`src/rtl/hog_frame_ctrl_pkg.sv`:
```
// hog_ctrl_pkg: shared definitions for the HOG frame sequencer.
//   - state_t      : frame sequencer states (3-bit encoding is visible in status)
//   - CMD_*        : bit positions within the 32-bit command PIO word
//   - STAT_*       : field LSB positions and widths within the 32-bit status word
package hog_ctrl_pkg;

  typedef enum logic [2:0] {
    ST_IDLE   = 3'd0,
    ST_STREAM = 3'd1,
    ST_DRAIN  = 3'd2,
    ST_DONE   = 3'd3,
    ST_ERROR  = 3'd4
  } state_t;

  localparam int unsigned CMD_START = 0;
  localparam int unsigned CMD_ABORT = 1;

  localparam int unsigned STAT_STATE_LSB   = 0;
  localparam int unsigned STAT_STATE_W     = 3;
  localparam int unsigned STAT_DONE_BIT    = 3;
  localparam int unsigned STAT_TIMEOUT_BIT = 4;
  localparam int unsigned STAT_OVF_BIT     = 5;
  localparam int unsigned STAT_PATH_BIT    = 6;
  localparam int unsigned STAT_FRAME_LSB   = 8;
  localparam int unsigned STAT_FRAME_W     = 8;
  localparam int unsigned STAT_DESC_LSB    = 16;
  localparam int unsigned STAT_DESC_W      = 16;

endpackage

```
`src/rtl/hog_skid_buffer.sv`:
```
// hog_skid_buffer: 2-entry valid/ready skid buffer with registered outputs.
// Only compiled when HOG_FRAME_CTRL_SKID_EN is defined (its sole user).
// Ports:
//   clk, rst        : clock, synchronous active-high reset
//   flush           : synchronous discard of both entries
//   in_valid/in_ready/in_data    : upstream handshake
//   out_valid/out_ready/out_data : downstream handshake (registered)
//   empty           : no entry held
`ifdef HOG_FRAME_CTRL_SKID_EN
module hog_skid_buffer #(
  parameter int unsigned W = 8
) (
  input  logic         clk,
  input  logic         rst,
  input  logic         flush,
  input  logic         in_valid,
  output logic         in_ready,
  input  logic [W-1:0] in_data,
  output logic         out_valid,
  input  logic         out_ready,
  output logic [W-1:0] out_data,
  output logic         empty
);

  logic         sk_valid;
  logic [W-1:0] sk_data;

  assign in_ready = ~sk_valid;
  assign empty    = ~out_valid & ~sk_valid;

  always_ff @(posedge clk) begin
    if (rst || flush) begin
      out_valid <= 1'b0;
      out_data  <= '0;
      sk_valid  <= 1'b0;
      sk_data   <= '0;
    end else if (out_ready || !out_valid) begin
      if (sk_valid) begin
        out_valid <= 1'b1;
        out_data  <= sk_data;
        sk_valid  <= 1'b0;
      end else begin
        out_valid <= in_valid;
        if (in_valid) out_data <= in_data;
      end
    end else if (in_valid && !sk_valid) begin
      // Output stalled: park the accepted beat in the second entry.
      sk_valid <= 1'b1;
      sk_data  <= in_data;
    end
  end

endmodule
`endif

```
`src/rtl/hog_frame_ctrl.sv`:
```
// hog_frame_ctrl: frame sequencer between the pixel source and the HOG core.
// Admits one frame per start command, then waits for the frame's descriptors
// on the HOG output handshake, with a drain watchdog. Status is registered.
// Optional macro HOG_FRAME_CTRL_SKID_EN inserts a registered 2-entry skid
// buffer on the pixel path (1-cycle latency); default is a combinational path.
// Ports:
//   clk, rst                          : clock, synchronous active-high reset
//   cmd_pio[31:0]                     : bit0 start (rising edge), bit1 abort (level)
//   src_valid/src_ready/src_pixel     : pixel source handshake
//   hog_in_valid/hog_in_ready/hog_in_pixel : HOG core input handshake
//   hog_out_valid/hog_out_ready       : HOG output handshake (observed only)
//   status_pio[31:0]                  : {desc_cnt, frame_cnt, 0, path_open, desc_ovf, timeout_err, done, state}
module hog_frame_ctrl #(
  parameter int unsigned FRAME_PIXELS   = 307200,
  parameter int unsigned DESC_PER_FRAME = 4661,
  parameter int unsigned TIMEOUT_CYCLES = 50_000_000
) (
  input  logic        clk,
  input  logic        rst,
  input  logic [31:0] cmd_pio,
  input  logic        src_valid,
  output logic        src_ready,
  input  logic [7:0]  src_pixel,
  output logic        hog_in_valid,
  input  logic        hog_in_ready,
  output logic [7:0]  hog_in_pixel,
  input  logic        hog_out_valid,
  input  logic        hog_out_ready,
  output logic [31:0] status_pio
);
  import hog_ctrl_pkg::*;

  localparam int unsigned PIX_W  = $clog2(FRAME_PIXELS);
  localparam int unsigned DESC_W = $clog2(DESC_PER_FRAME + 1);
  localparam int unsigned WD_W   = $clog2(TIMEOUT_CYCLES);

  state_t            state, state_next;
  logic              start_q;
  logic [PIX_W-1:0]  pix_cnt;
  logic [DESC_W-1:0] desc_cnt;
  logic [WD_W-1:0]   wd_cnt;
  logic [7:0]        frame_cnt;
  logic              timeout_err, desc_ovf;
  logic [31:0]       status_next;

  logic start_rise, abort, out_fire, pix_fire, pix_last, stream_end;
  logic desc_full, timeout_hit, streaming, restart;
  logic unused_cmd;

  assign start_rise  = cmd_pio[CMD_START] & ~start_q;
  assign abort       = cmd_pio[CMD_ABORT];
  assign out_fire    = hog_out_valid & hog_out_ready;
  assign streaming   = (state == ST_STREAM);
  assign pix_last    = (pix_cnt == PIX_W'(FRAME_PIXELS - 1));
  assign desc_full   = (desc_cnt == DESC_W'(DESC_PER_FRAME));
  assign timeout_hit = (wd_cnt == WD_W'(TIMEOUT_CYCLES - 1));
  assign restart     = start_rise && (state == ST_IDLE || state == ST_DONE);
  assign unused_cmd  = ^cmd_pio[31:2];

`ifdef HOG_FRAME_CTRL_SKID_EN
  logic src_last, skid_empty, skid_in_ready;

  // Pixels are counted on the source side; the frame only ends once the
  // last accepted pixel has left the buffer.
  assign src_ready  = skid_in_ready & streaming & ~src_last;
  assign pix_fire   = src_valid & src_ready;
  assign stream_end = src_last & skid_empty;

  hog_skid_buffer #(.W(8)) u_skid (
    .clk       (clk),
    .rst       (rst),
    .flush     (abort),
    .in_valid  (pix_fire),
    .in_ready  (skid_in_ready),
    .in_data   (src_pixel),
    .out_valid (hog_in_valid),
    .out_ready (hog_in_ready),
    .out_data  (hog_in_pixel),
    .empty     (skid_empty)
  );

  always_ff @(posedge clk) begin
    if (rst || abort || !streaming) src_last <= 1'b0;
    else if (pix_fire && pix_last)  src_last <= 1'b1;
  end
`else
  logic in_fire;

  assign hog_in_valid = streaming & src_valid;
  assign src_ready    = streaming & hog_in_ready;
  assign hog_in_pixel = streaming ? src_pixel : '0;
  assign in_fire      = hog_in_valid & hog_in_ready;
  assign pix_fire     = in_fire;
  assign stream_end   = in_fire & pix_last;
`endif

  always_ff @(posedge clk) begin
    if (rst) state <= ST_IDLE;
    else     state <= state_next;
  end

  always_comb begin
    state_next = state;
    case (state)
      ST_IDLE:   if (start_rise) state_next = ST_STREAM;
      ST_STREAM: if (stream_end) state_next = ST_DRAIN;
      ST_DRAIN: begin
        if (desc_full)        state_next = ST_DONE;
        else if (timeout_hit) state_next = ST_ERROR;
      end
      ST_DONE:   if (start_rise) state_next = ST_STREAM;
      ST_ERROR:  state_next = ST_ERROR;
      default:   state_next = ST_IDLE;
    endcase
    if (abort) state_next = ST_IDLE;
  end

  always_ff @(posedge clk) begin
    if (rst) begin
      start_q     <= 1'b1;
      pix_cnt     <= '0;
      desc_cnt    <= '0;
      wd_cnt      <= '0;
      frame_cnt   <= '0;
      timeout_err <= 1'b0;
      desc_ovf    <= 1'b0;
    end else begin
      start_q <= cmd_pio[CMD_START];
      if (abort) begin
        timeout_err <= 1'b0;
        desc_ovf    <= 1'b0;
      end else if (restart) begin
        pix_cnt  <= '0;
        desc_cnt <= '0;
        wd_cnt   <= '0;
        if (state == ST_IDLE) begin
          timeout_err <= 1'b0;
          desc_ovf    <= 1'b0;
        end
      end else begin
        if (streaming && pix_fire) pix_cnt <= pix_cnt + 1'b1;
        if (out_fire && (state == ST_STREAM || state == ST_DRAIN || state == ST_DONE)) begin
          if (desc_full) desc_ovf <= 1'b1;
          else           desc_cnt <= desc_cnt + 1'b1;
        end
        if (state == ST_DRAIN) begin
          if (desc_full) begin
            wd_cnt <= '0;
          end else begin
            wd_cnt <= wd_cnt + 1'b1;
            if (timeout_hit) timeout_err <= 1'b1;
          end
        end
        if (state_next == ST_DONE && state != ST_DONE) frame_cnt <= frame_cnt + 8'd1;
      end
    end
  end

  always_comb begin
    status_next = '0;
    status_next[STAT_STATE_LSB +: STAT_STATE_W] = state;
    status_next[STAT_DONE_BIT]    = (state == ST_DONE);
    status_next[STAT_TIMEOUT_BIT] = timeout_err;
    status_next[STAT_OVF_BIT]     = desc_ovf;
    status_next[STAT_PATH_BIT]    = streaming;
    status_next[STAT_FRAME_LSB +: STAT_FRAME_W] = frame_cnt;
    status_next[STAT_DESC_LSB +: STAT_DESC_W]   = 16'(desc_cnt);
  end

  always_ff @(posedge clk) begin
    if (rst) status_pio <= '0;
    else     status_pio <= status_next;
  end

endmodule

```
`config.mk`:
```
export PLATFORM = sky130hd
export DESIGN_NAME = hog_frame_ctrl
export DESIGN_NICKNAME = d
export VERILOG_FILES = /design/src/rtl/hog_frame_ctrl_pkg.sv /design/src/rtl/hog_skid_buffer.sv /design/src/rtl/hog_frame_ctrl.sv
export SDC_FILE = /design/constraint.sdc
export NUM_CORES = 1
export LEC_CHECK = 0
export BUFFER_PORTS_ARGS = -buffer_cell sky130_fd_sc_hd__buf_2
export CAP_MARGIN = 0
export CELL_PAD_IN_SITES_DETAIL_PLACEMENT = 0
export CELL_PAD_IN_SITES_GLOBAL_PLACEMENT = 2
export CORE_MARGIN = 2
export CORE_UTILIZATION = 30
export CTS_CLUSTER_DIAMETER = 120
export DETAILED_ROUTE_END_ITERATION = 10
export PLACE_DENSITY_LB_ADDON = 0.1
export SLEW_MARGIN = 20
export SYNTH_ARGS = -nofsm -noshare
export SYNTH_HDL_FRONTEND = slang
export SYNTH_HIERARCHICAL = 1
export SYNTH_SLANG_ARGS = --single-unit
```
`constraint.sdc`:
```
create_clock -name clk -period 2.1 [get_ports clk]
set_clock_uncertainty 0.1 [all_clocks]
set_input_delay 0.105 -clock clk [delete_from_list [all_inputs] [get_ports clk]]
set_output_delay 0.105 -clock clk [all_outputs]
set_load 0.005 [all_outputs]
```
==> results.yml <==
clock_tree:
  h-tree-depth: 3
  cts_tree: "done"
  clkTransAtPathRegs_ns: 0.07
  cts.sinks: 100
  root_buffer: "clkbuf_16"
  cts_made_buffers: 9
  clk_path_buf_depth: 2
  clk_latency_ns: 0.35
grt:
  grt_pass1_vias: 4399
  overflow: 0
  grt_max_degree: 33
  grt_pass1_wl_mm: 21.9
  antenna_found_initial: 0
  grt_util_all_layers_pct: 16.3
logic_synthesis:
  synth_cell_types: 67
  synth-async-reset-ratio_pct: 0
  ys_seq_area_share_pct: 42.1
  netlist_top_cells_count: "dfxtp_1, nor2_1, a21oi_1, nand2_1, nor2b_1"
  yosysMostFrequentCell: "dfxtp_1"
  ys_warn_count: 6
  synth_edf_count: 0
  netlist_instances: 534
  ys_top_cells_by_area: "dfxtp_1, nor2_1, xor2_1"
  ys_seq_elements: 100
  synth_ff_type: "dfxtp_1"
  yosys.area.top_type: "dfxtp_1"
  syn_avg_cell_area_um2: 8.89
  syn-cell-area_um2: 4750
  synth_top_area_share_pct: 42.1
floorplanning:
  chipHeight_um: 130
  chipWidth_um: 130
  core_area_um2: 15300
  initial_core_util_pct: 31.0
  io_pins: 88
  rows: 45
  die_area_um2: 16900
finish:
  seqCellArea_um2: 2010
  stdcell_area_um2: 6600
  fin_nets: 733
  areaGrowthSynthToFinish_pct: 39.0
  multi_input_area_um2: 2850
  antennaDiodeCount: 0
  drive_gt1_share_pct: 36.4
  fillCellCount: 1543
sta:
  post-route-period-util_pct: 106
  hold_viol: 0
  setup-tns-final_ns: -2.19
  hold_slack_ns: 0.230
  final.setup.worst_slack_ns: -0.129
  tightest_slew_ns: 0.613
  setup_violations: 28
  max_freq_mhz: 449
  fin_crit_ns: 2.23
  rsz0062_at_grt: "yes"
  relSlewSlack_pct: 59.1
  slew_viol_final: 0
routing:
  ant_nets: 0
  vias_per_cell: 5.01
  route.detailed.drc: 0
  first_pass_iters: 4
  routed_wl_mm: 13.4
  drt_iter0_drc: 234
  vias: 4499
  wl_per_cell_um: 14.9
power:
  ir_worst_vdd_mv: 0.363
  p_leak_nw: 2.59
  powerDensity_nw_per_um2: 554
setup_path:
  worst-setup-path-type: "flip-flop to flip-flop"
  cp_max_fo: 8
  worstSetupEndpointType: "flip-flop"
  cp.arrival_ns: 2.37
  startpoint_type: "flip-flop"
  cp.required_ns: 2.24
place:
  numPortBuffers: 53
  place.detailed.hpwl_mm: 9.64
  placed_area_um2: 5960
  place_congestion: 0.825
run_status:
  outcome: "complete, but fails checks"
  violations: "negative setup slack"
job:
  drv_cap: 0
worst_hold_path:
  hp-class: "primary input to flip-flop"
[cell usage in the layout, fill, tap and decap left out, drive strengths merged, types with 18 or more instances in the layout]
master | Yosys | layout
a21oi | 28 | 28
buf | 12 | 162
dfxtp | 100 | 100
nand2 | 24 | 24
nand3 | 19 | 19
nand4 | 18 | 18
nor2 | 47 | 48
nor2b | 24 | 24
nor3 | 20 | 20
o21ai | 21 | 21
xor2 | 18 | 18
[final cells by class]
type                    count  area share, %
clock buffers              11           3.68
clock inverters             5          0.531
inverters                  11          0.663
multi-input cells         395           43.1
flip-flops and latches    100           30.5
well taps                 211           4.00
repair buffers            165           17.6
[logic make-up (layout without fill, tap and decap cells)]
family,Yosys count,count (layout),synth area share [%]
buf+inv,43,192,4.06
fa+ha+maj,7,7,1.77
simple gates,249,250,30.9
other cells,1,4,0.0790
xor+xnor,25,25,4.61
mux,9,9,2.08
flops,100,100,42.1
compound gates,100,100,14.3
[worst max-delay path: stages (launching register included)]
cell	delay (ns)
dfxtp_2	0.33
or4b_4	0.56
nor4_4	0.31
o31ai_4	0.18
nor4b_4	0.32
mux2_4	0.33
[per-stage QoR]
step / std cells / setup slack, ns / utilization [%] / power (mW)
global route: 898 / -0.200 / 43.1 / 3.82
finish: 898 / -0.129 / 43.1 / 3.66
detailed placement: 866 / -0.174 / 38.9 / 2.09
global placement: 866 / -0.177 / 38.9 / 2.09
floorplan: 537 / -0.0811 / - / 2.02
CTS: 888 / -0.113 / 41.7 / 3.71
[flip-flops by register name, indices dropped and copies added (netlist names)]
signal	flops
desc_cnt	13
status_pio	28
start_q	1
state	3
timeout_err	1
frame_cnt	8
desc_ovf	1
pix_cnt	19
wd_cnt	26
[power by group]
part	total (mW)	switching, mW	internal (mW)
registers	1.90	0.00234	1.90
logic	0.171	0.101	0.0693
clock network	1.58	0.745	0.840
total	3.66	0.849	2.81
[metal layers]
layer	part of all wire, %	up-vias	global-route usage [%]
met1	50	2135	22.8
met4	2.2	0	6.77
li1	-	2271	-
met2	45	72	25.1
met5	0	-	0
met3	3.1	21	2.58
[path summary, 6_finish.rpt]
check	endpoint	cells past startpoint	startpoint	slack, ns
hold / removal	state[1]	4	cmd_pio[0]	0.23
hold reg to reg	status_pio[5]	1	desc_ovf	0.37
setup / recovery	frame_cnt[0]	5	desc_cnt[3]	-0.13
setup reg to reg	frame_cnt[0]	5	desc_cnt[3]	-0.13
[timing repair]
action / CTS / global route
cloned: 1 / 1
endpoints found under the hold margin: 3 / 0
setup buffers: 2 / 9
hold buffers: 3 / 0
gates resized for setup: 24 / 34
pin swaps: 5 / 14
setup endpoints to repair: 63 / 42
Power figures use the tool's default switching activity.
